File: src/rtl/sdram_rom_arbiter_if.sv
// Bus bundle for the SDRAM ROM arbiter: ROM read channels, byte download stream and the
// single-port SDRAM request interface. The arbiter connects as "slave" (it serves the
// channels and the download stream); the surrounding system connects as "master".
interface sdram_rom_arbiter_if #(
  parameter int unsigned NUM_CH = 4,
  parameter int unsigned ADDR_W = 23
);
  // ROM read channels
  logic [NUM_CH-1:0]        ch_req;
  logic [NUM_CH*ADDR_W-1:0] ch_addr;
  logic [NUM_CH-1:0]        ch_ack;
  logic [NUM_CH-1:0]        ch_valid;
  logic [NUM_CH*32-1:0]     ch_q;

  // Byte download stream
  logic        dl_en;
  logic        dl_wr;
  logic [15:0] dl_index;
  logic [24:0] dl_addr;
  logic [7:0]  dl_data;
  logic        dl_overrun;

  // SDRAM side
  logic [ADDR_W-1:0] sdram_addr;
  logic [31:0]       sdram_data;
  logic              sdram_we;
  logic              sdram_req;
  logic              sdram_ack;
  logic              sdram_valid;
  logic [31:0]       sdram_q;

  modport slave (
    input  ch_req, ch_addr, dl_en, dl_wr, dl_index, dl_addr, dl_data,
           sdram_ack, sdram_valid, sdram_q,
    output ch_ack, ch_valid, ch_q, dl_overrun,
           sdram_addr, sdram_data, sdram_we, sdram_req
  );

  modport master (
    output ch_req, ch_addr, dl_en, dl_wr, dl_index, dl_addr, dl_data,
           sdram_ack, sdram_valid, sdram_q,
    input  ch_ack, ch_valid, ch_q, dl_overrun,
           sdram_addr, sdram_data, sdram_we, sdram_req
  );
endinterface

File: src/rtl/sdram_rom_arbiter.sv
// SDRAM ROM arbiter: a one-entry read cache per channel, refilled from SDRAM through a
// single outstanding transaction, plus a byte-to-word download path that writes SDRAM
// and invalidates every cache entry while a download is active.
module sdram_rom_arbiter #(
  parameter int unsigned NUM_CH  = 4,
  parameter int unsigned ADDR_W  = 23,
  parameter int unsigned RR_MODE = 0
) (
  input logic               clk,
  input logic               reset,
  sdram_rom_arbiter_if.slave bus
);

  localparam int unsigned IDX_W = (NUM_CH > 1) ? $clog2(NUM_CH) : 1;
  localparam logic [IDX_W:0] NUM_CH_L = (IDX_W + 1)'(NUM_CH);

  localparam logic [1:0] IDLE    = 2'd0;
  localparam logic [1:0] RD_REQ  = 2'd1;
  localparam logic [1:0] RD_WAIT = 2'd2;
  localparam logic [1:0] WR_REQ  = 2'd3;

  logic [1:0]           state_q;
  logic [IDX_W-1:0]     grant_q;
  logic [IDX_W-1:0]     last_grant_q;
  logic [ADDR_W-1:0]    rd_addr_q;
  logic [ADDR_W-1:0]    tag_q [NUM_CH];
  logic [NUM_CH-1:0]    tag_valid_q;
  logic [NUM_CH*32-1:0] data_q;
  logic [NUM_CH-1:0]    ack_q;
  logic [23:0]          byte_buf_q;
  logic [31:0]          wr_data_q;
  logic [ADDR_W-1:0]    wr_addr_q;
  logic                 wr_pending_q;
  logic                 overrun_q;

  logic [NUM_CH-1:0] hit;
  logic [NUM_CH-1:0] miss;
  logic              pick_found;
  logic [IDX_W-1:0]  pick;
  logic [IDX_W:0]    rr_idx;
  logic              dl_write;
  logic              unused_dl;

  // Upper download address bits beyond the SDRAM word range are don't-care.
  assign unused_dl = ^bus.dl_addr;

  assign dl_write = bus.dl_en & bus.dl_wr & (bus.dl_index == 16'd0);

  // Cache hit is combinational so a repeated address is served in the request cycle.
  always_comb begin
    hit = '0;
    for (int i = 0; i < NUM_CH; i++) begin
      hit[i] = bus.ch_req[i] & tag_valid_q[i] &
               (bus.ch_addr[i*ADDR_W +: ADDR_W] == tag_q[i]);
    end
    miss = bus.ch_req & ~hit;
  end

  // Pick the next channel to refill: lowest index, or round-robin after last_grant.
  always_comb begin
    pick_found = 1'b0;
    pick       = '0;
    rr_idx     = '0;
    if (RR_MODE == 0) begin
      for (int i = int'(NUM_CH) - 1; i >= 0; i--) begin
        if (miss[i]) begin
          pick_found = 1'b1;
          pick       = IDX_W'(i);
        end
      end
    end else begin
      for (int k = 1; k <= int'(NUM_CH); k++) begin
        rr_idx = {1'b0, last_grant_q} + (IDX_W + 1)'(k);
        if (rr_idx >= NUM_CH_L) begin
          rr_idx = rr_idx - NUM_CH_L;
        end
        if (!pick_found && miss[rr_idx[IDX_W-1:0]]) begin
          pick_found = 1'b1;
          pick       = rr_idx[IDX_W-1:0];
        end
      end
    end
  end

  // FSM, cache fill, download packing and overrun tracking.
  always_ff @(posedge clk or posedge reset) begin
    if (reset) begin
      state_q      <= IDLE;
      grant_q      <= '0;
      last_grant_q <= IDX_W'(NUM_CH - 1);
      rd_addr_q    <= '0;
      tag_valid_q  <= '0;
      data_q       <= '0;
      ack_q        <= '0;
      byte_buf_q   <= '0;
      wr_data_q    <= '0;
      wr_addr_q    <= '0;
      wr_pending_q <= 1'b0;
      overrun_q    <= 1'b0;
      for (int i = 0; i < NUM_CH; i++) begin
        tag_q[i] <= '0;
      end
    end else begin
      ack_q <= '0;
      if (bus.dl_en) begin
        tag_valid_q <= '0;
      end

      if (dl_write) begin
        case (bus.dl_addr[1:0])
          2'd0: byte_buf_q[7:0]   <= bus.dl_data;
          2'd1: byte_buf_q[15:8]  <= bus.dl_data;
          2'd2: byte_buf_q[23:16] <= bus.dl_data;
          default: begin
            // A word completing while the previous one is still queued is lost.
            if (wr_pending_q) begin
              overrun_q <= 1'b1;
            end else begin
              wr_pending_q <= 1'b1;
              wr_data_q    <= {bus.dl_data, byte_buf_q};
              wr_addr_q    <= bus.dl_addr[ADDR_W+1:2];
            end
          end
        endcase
      end

      case (state_q)
        IDLE: begin
          if (wr_pending_q) begin
            state_q <= WR_REQ;
          end else if (!bus.dl_en && pick_found) begin
            grant_q      <= pick;
            last_grant_q <= pick;
            rd_addr_q    <= bus.ch_addr[int'(pick)*ADDR_W +: ADDR_W];
            state_q      <= RD_REQ;
          end
        end
        RD_REQ: begin
          if (bus.sdram_ack) begin
            ack_q[grant_q] <= 1'b1;
            state_q        <= RD_WAIT;
          end
        end
        RD_WAIT: begin
          if (bus.sdram_valid) begin
            // Data fetched before a download may be stale, so it is dropped.
            if (!bus.dl_en) begin
              tag_q[grant_q]            <= rd_addr_q;
              tag_valid_q[grant_q]      <= 1'b1;
              data_q[grant_q*32 +: 32]  <= bus.sdram_q;
            end
            state_q <= IDLE;
          end
        end
        default: begin
          if (bus.sdram_ack) begin
            wr_pending_q <= 1'b0;
            state_q      <= IDLE;
          end
        end
      endcase
    end
  end

  // SDRAM request outputs decoded from the FSM state.
  always_comb begin
    bus.sdram_req  = 1'b0;
    bus.sdram_we   = 1'b0;
    bus.sdram_addr = '0;
    bus.sdram_data = '0;
    case (state_q)
      RD_REQ: begin
        bus.sdram_req  = 1'b1;
        bus.sdram_addr = rd_addr_q;
      end
      WR_REQ: begin
        bus.sdram_req  = 1'b1;
        bus.sdram_we   = 1'b1;
        bus.sdram_addr = wr_addr_q;
        bus.sdram_data = wr_data_q;
      end
      default: ;
    endcase
  end

  assign bus.ch_valid   = hit;
  assign bus.ch_ack     = ack_q;
  assign bus.ch_q       = data_q;
  assign bus.dl_overrun = overrun_q;

endmodule
File: src/flat_wrapper.sv
// flat-port wrapper written by rule: the top's interface ports become plain ports
module sdram_rom_arbiter_flat 
#(
  parameter int unsigned NUM_CH  = 4,
  parameter int unsigned ADDR_W  = 23,
  parameter int unsigned RR_MODE = 0
)
  (clk, reset, bus_ch_req, bus_ch_addr, bus_dl_en, bus_dl_wr, bus_dl_index, bus_dl_addr, bus_dl_data, bus_sdram_ack, bus_sdram_valid, bus_sdram_q, bus_ch_ack, bus_ch_valid, bus_ch_q, bus_dl_overrun, bus_sdram_addr, bus_sdram_data, bus_sdram_we, bus_sdram_req);
  sdram_rom_arbiter_if #(.NUM_CH(NUM_CH), .ADDR_W(ADDR_W)) bus_i ();
  input logic clk;
  input logic reset;
  input wire logic [$bits(bus_i.ch_req)-1:0] bus_ch_req;
  input wire logic [$bits(bus_i.ch_addr)-1:0] bus_ch_addr;
  input wire logic [$bits(bus_i.dl_en)-1:0] bus_dl_en;
  input wire logic [$bits(bus_i.dl_wr)-1:0] bus_dl_wr;
  input wire logic [$bits(bus_i.dl_index)-1:0] bus_dl_index;
  input wire logic [$bits(bus_i.dl_addr)-1:0] bus_dl_addr;
  input wire logic [$bits(bus_i.dl_data)-1:0] bus_dl_data;
  input wire logic [$bits(bus_i.sdram_ack)-1:0] bus_sdram_ack;
  input wire logic [$bits(bus_i.sdram_valid)-1:0] bus_sdram_valid;
  input wire logic [$bits(bus_i.sdram_q)-1:0] bus_sdram_q;
  output wire logic [$bits(bus_i.ch_ack)-1:0] bus_ch_ack;
  output wire logic [$bits(bus_i.ch_valid)-1:0] bus_ch_valid;
  output wire logic [$bits(bus_i.ch_q)-1:0] bus_ch_q;
  output wire logic [$bits(bus_i.dl_overrun)-1:0] bus_dl_overrun;
  output wire logic [$bits(bus_i.sdram_addr)-1:0] bus_sdram_addr;
  output wire logic [$bits(bus_i.sdram_data)-1:0] bus_sdram_data;
  output wire logic [$bits(bus_i.sdram_we)-1:0] bus_sdram_we;
  output wire logic [$bits(bus_i.sdram_req)-1:0] bus_sdram_req;
  assign bus_i.ch_req = bus_ch_req;
  assign bus_i.ch_addr = bus_ch_addr;
  assign bus_i.dl_en = bus_dl_en;
  assign bus_i.dl_wr = bus_dl_wr;
  assign bus_i.dl_index = bus_dl_index;
  assign bus_i.dl_addr = bus_dl_addr;
  assign bus_i.dl_data = bus_dl_data;
  assign bus_i.sdram_ack = bus_sdram_ack;
  assign bus_i.sdram_valid = bus_sdram_valid;
  assign bus_i.sdram_q = bus_sdram_q;
  assign bus_ch_ack = bus_i.ch_ack;
  assign bus_ch_valid = bus_i.ch_valid;
  assign bus_ch_q = bus_i.ch_q;
  assign bus_dl_overrun = bus_i.dl_overrun;
  assign bus_sdram_addr = bus_i.sdram_addr;
  assign bus_sdram_data = bus_i.sdram_data;
  assign bus_sdram_we = bus_i.sdram_we;
  assign bus_sdram_req = bus_i.sdram_req;
  sdram_rom_arbiter #(.NUM_CH(NUM_CH), .ADDR_W(ADDR_W), .RR_MODE(RR_MODE)) u_core (.clk(clk), .reset(reset), .bus(bus_i));
endmodule
File: config.mk
export PLATFORM = sky130hd
export DESIGN_NAME = sdram_rom_arbiter_flat
export DESIGN_NICKNAME = d
export VERILOG_FILES = /design/src/rtl/sdram_rom_arbiter_if.sv /design/src/rtl/sdram_rom_arbiter.sv /design/src/flat_wrapper.sv
export SDC_FILE = /design/constraint.sdc
export NUM_CORES = 1
export LEC_CHECK = 0
export ABC_AREA = 1
export CAP_MARGIN = 20
export CORE_MARGIN = 2
export CORE_UTILIZATION = 55
export CTS_BUF_LIST = sky130_fd_sc_hd__clkbuf_16
export CTS_CLUSTER_SIZE = 16
export DETAILED_ROUTE_END_ITERATION = 10
export PLACE_DENSITY = 0.94
export SLEW_MARGIN = 20
export SYNTH_ARGS = -nofsm -noshare
export SYNTH_HDL_FRONTEND = slang
export SYNTH_SLANG_ARGS = --single-unit
File: constraint.sdc
create_clock -name clk -period 25.7 [get_ports clk]
set_input_delay 3.855 -clock clk [delete_from_list [all_inputs] [get_ports clk]]
set_output_delay 3.855 -clock clk [all_outputs]
set_load 0.1 [all_outputs]
==> results summary <==
The run finished with clean final reports. The number of hold-slack violations in the final timing report came out at 0. Adding up every negative setup slack in the final design gives 0 ps. The full die area came out at 0.0307 mm².

The insertion delay of the later-clocked pin in the worst-skew pair came out at 530 ps. On the critical path the largest part of the delay comes from buffers and inverters. The total I/O pin count came out at 377. The maximum clock frequency came out at 97.4 MHz.

After synthesis the netlist holds a flip-flop and latch count of 336. The number of global-route vias before repair is 16000. The final estimated routing congestion in global placement is 1.01. The post-layout worst setup margin came out at 15440 ps. The maximum fanout along the worst path came out at 2. In this run the cell area of the synthesized design comes to 0.0161 mm².

The overall die height is 175 µm. The all-layer global routing usage came out at 0.378. The initial antenna violation count was 0.

The share of the core filled with cells came out at 0.742. The number of distinct library cells after synthesis came out at 42. The count of synthesis-stage warnings from yosys came out at 0.

In the routed layout, each cell is associated on average with a via count of 5.90. The H-tree was split into 2 levels. The max-slew violation total from the final report came out at 0. On the final layout, the worst clock skew is 27.7 ps.

For the pin with the worst max-slew slack, the measured transition is 1180 ps. In the synthesized netlist the dominant register cell turns out to be sky130_fd_sc_hd__dfrtp_1. The peak per-stage delay on the critical path came out at 1130 ps.

The multiplexer area fraction after synthesis is 0.0328. The via count of the routed design came out at 16100. The worst slack after detailed placement came out at 15480 ps.

The CTS root buffer is sky130_fd_sc_hd__clkbuf_16. Dividing total power by cell area gives a power density of 102 mW/mm². The portion of the clock cycle consumed by the worst path in the final layout came out at 0.399. By area, the combinational part of the netlist is dominated by simple AND/OR/NAND/NOR gates. The quantity of hold-fixing buffers added after cts came out at 0. The number of gates resized after CTS was 0. The layout has 1951 filler cells. The first global-routing pass estimated 89.9 mm of wire. The share of async-settable or async-resettable flops after synthesis is 1.00. The post-layout minimum cycle time is 10260 ps. The average cell area after synthesis came out at 8.12 µm². The worst setup path is of the primary input to primary output kind. The pin count of the biggest net entering global routing is 194.

The depth of the most critical reg-to-reg path came out at 11. The diode insertion count for antenna repair is 0. The average wire length per cell after detail routing came out at 21.5 µm. The fraction of layout cells with a size suffix above 1 is 0.0670. The clock-pin slew on the worst setup and hold paths came out at 60 ps. After detailed routing, the total wire length is 58.8 mm. The longest clock path from root to sink contains 3 buffers.

The residual antenna-violating net count after detailed routing is 0. The post-CTS setup repair buffer count came out at 0. The die boundary width is 175 µm. The placeable core area came out at 0.0288 mm². The initial utilization of the core area, before any placement, comes to 0.561.

The compound-cell area share of the yosys netlist is 0.105. The global-route congestion overflow total is 0. The post-DP HPWL came out at 40.3 mm. The number of remaining DRC errors is 0. In this run, synthesis inferred 0 flip-flops with an integrated enable. In this run the number of cells on the critical path is 8. The min-delay analysis places its worst path in the category flop to flop.

The analysis attributes to cell leakage a power of 0.0104 µW. The total setup violations reported at the end of the flow is 0. The post-synthesis simple-gate area fraction is 0.245.

The initialized floorplan defines 62 standard-cell rows. TritonCTS built the clock tree. The number of cells in the design after placement came out at 2658. The relative max-transition margin came out at 0.212.

The signal on the critical path passes through clkdlybuf4s50_1, inv_1, nand2_1, nand2_1, nor4_1, nand4_1, nor2_1, clkdlybuf4s50_1. Of the total synthesized cell area, the portion taken by XOR and XNOR cells is 0.0103. The combined area of the multi-input logic cells came out at 0.00648 mm². The kind of end point of the critical path is a primary output.

The adder and majority gate portion of the synthesized area came out at 0.00620. Setup repair after global routing left no endpoint under its margin. The number of instances in the synthesized netlist came out at 1987. The total power after layout is 2180 µW. The arrival time of data at the critical path endpoint came out at 6410 ps.

The worst setup path is launched from a primary input. The total clock sinks came out at 336. Once layout is complete, the cells apart from fillers number 2727. The part of the Yosys area used for sequential elements came out at 0.521.

VDD sags by at most 0.111 mV. The number of max-capacitance violations reported is 0. The largest individual stage delay along the critical path comes from the cell sky130_fd_sc_hd__clkdlybuf4s50_1. Counting every net in the synthesized netlist gives 2178. The post-layout net count is 2506. The total CTS buffers is 37. The number of port buffers is 376. The required time at the worst-slack endpoint is 21840 ps. The area added between synthesis and finish came out at 32.4%. Counting both buffers and inverters, the worst setup path holds a total of 3. Summing all flip-flop and latch instances after layout gives 0.00841 mm². The total iterations of the first detailed-routing run is 6.

The instance count along the most critical hold path came out at 2. The DRC violation total after the first TritonRoute iteration is 2216.
## kinds of logic after synthesis
kind of cell,count (synthesis)
AOI/OAI and AO/OA,335
DFF,336
muxes,47
adders and majority gates,8
xor gates and xnor gates,19
and+or+nand+nor,924
buffers and inverters,318
## metrics by stage
stage	hold WS [ps]	cell area [µm²]
global route	511	21400
floorplan	449	16100
CTS	488	21300
finish	487	21400
global placement	455	20100
detailed placement	462	20100
## final timing paths
kind                                  startpoint                     to  slack (ps)
max                              bus_ch_addr[91]        bus_ch_valid[3]       15440
min                        u_core.byte_buf_q[12]  u_core.byte_buf_q[12]         490
max reg2reg                     u_core.tag_q[54]   u_core.rd_addr_q[16]       22610
min reg2reg                u_core.byte_buf_q[12]  u_core.byte_buf_q[12]         490
max in group asynchronous                  reset       u_core.tag_q[74]       20630
min in group asynchronous                  reset   u_core.wr_data_q[16]        3740
## power by group
part,internal [µW],switching (µW)
logic,206,714
clock network,316,222
registers,638,85.5
total,1160,1020
## Yosys cell counts, types with 2 or more instances
cell | instances | area share
sky130_fd_sc_hd__nand2_2 | 3 | 0.0012
sky130_fd_sc_hd__nand2_1 | 591 | 0.14
sky130_fd_sc_hd__ha_1 | 8 | 0.0062
sky130_fd_sc_hd__o21ai_0 | 295 | 0.092
sky130_fd_sc_hd__buf_6 | 6 | 0.0042
sky130_fd_sc_hd__mux2_2 | 47 | 0.033
sky130_fd_sc_hd__buf_1 | 3 | 0.00070
sky130_fd_sc_hd__nand2_4 | 4 | 0.0028
sky130_fd_sc_hd__inv_2 | 6 | 0.0014
sky130_fd_sc_hd__nand3_1 | 124 | 0.038
sky130_fd_sc_hd__buf_4 | 3 | 0.0014
sky130_fd_sc_hd__nor3_1 | 5 | 0.0016
sky130_fd_sc_hd__nor4_1 | 6 | 0.0023
sky130_fd_sc_hd__nor3_2 | 2 | 0.0012
sky130_fd_sc_hd__o22ai_1 | 2 | 0.00078
sky130_fd_sc_hd__xor2_1 | 9 | 0.0049
sky130_fd_sc_hd__nand4_1 | 74 | 0.029
sky130_fd_sc_hd__o21ai_1 | 29 | 0.0090
sky130_fd_sc_hd__xnor2_1 | 10 | 0.0054
sky130_fd_sc_hd__buf_2 | 10 | 0.0031
sky130_fd_sc_hd__a21oi_1 | 3 | 0.00093
sky130_fd_sc_hd__nor2_1 | 105 | 0.024
sky130_fd_sc_hd__o2bb2ai_1 | 2 | 0.0011
sky130_fd_sc_hd__clkbuf_1 | 82 | 0.019
sky130_fd_sc_hd__inv_1 | 205 | 0.048
sky130_fd_sc_hd__nand3_2 | 2 | 0.0012
sky130_fd_sc_hd__dfrtp_1 | 336 | 0.52
## registers in the layout, indices dropped and copies added, names as in the netlist
register	cells
u_core.bus.ch_q	128
u_core.tag_q	92
u_core.wr_data_q	32
u_core.byte_buf_q	24
u_core.rd_addr_q	23
u_core.wr_addr_q	23
u_core.bus.ch_ack	4
u_core.tag_valid_q	4
u_core.grant_q	2
u_core.state_q	2
u_core.bus.dl_overrun	1
u_core.wr_pending_q	1
## tightest hold or removal path: cells and delay by family (launching register included)
kind | cells | cell delay [ps]
AO/OA/AOI/OAI | 1 | 60
AND/OR/NAND/NOR | 1 | 50
flip-flops | 1 | 340
## layer usage
metal	share of wire	vias to the layer above	global-route usage	wire length (µm)
met3	0.12	213	0.0983	6960
met5	0	-	0	0
li1	-	7063	-	-
met2	0.46	1158	0.598	26900
met4	0.061	0	0.203	3560
met1	0.36	7645	0.479	21300
## area by class of cell
cell class                      instances  area share
Sequential cell                       336       0.394
Tap cell                              384      0.0225
Clock inverter                         28      0.0114
Inverter                              212      0.0377
Multi-Input combinational cell       1333       0.304
Clock buffer                           39      0.0457
Timing Repair Buffer                  395       0.186
## placed cells by master, fill, tap and decap left out, types with 9 or more instances in the layout
cell type | netlist | layout
sky130_fd_sc_hd__xnor2_1 | 10 | 10
sky130_fd_sc_hd__mux2_2 | 47 | 47
sky130_fd_sc_hd__clkinv_2 | 1 | 9
sky130_fd_sc_hd__o21ai_1 | 29 | 29
sky130_fd_sc_hd__dfrtp_1 | 336 | 336
sky130_fd_sc_hd__nand4_1 | 74 | 74
sky130_fd_sc_hd__inv_1 | 205 | 207
sky130_fd_sc_hd__nand3_1 | 124 | 123
sky130_fd_sc_hd__o21ai_0 | 295 | 295
sky130_fd_sc_hd__xor2_1 | 9 | 9
sky130_fd_sc_hd__clkbuf_16 | 0 | 39
sky130_fd_sc_hd__clkdlybuf4s50_1 | 0 | 376
sky130_fd_sc_hd__nand2_1 | 591 | 590
sky130_fd_sc_hd__buf_4 | 3 | 15
sky130_fd_sc_hd__nor2_1 | 105 | 100
Power figures use the tool's default switching activity.
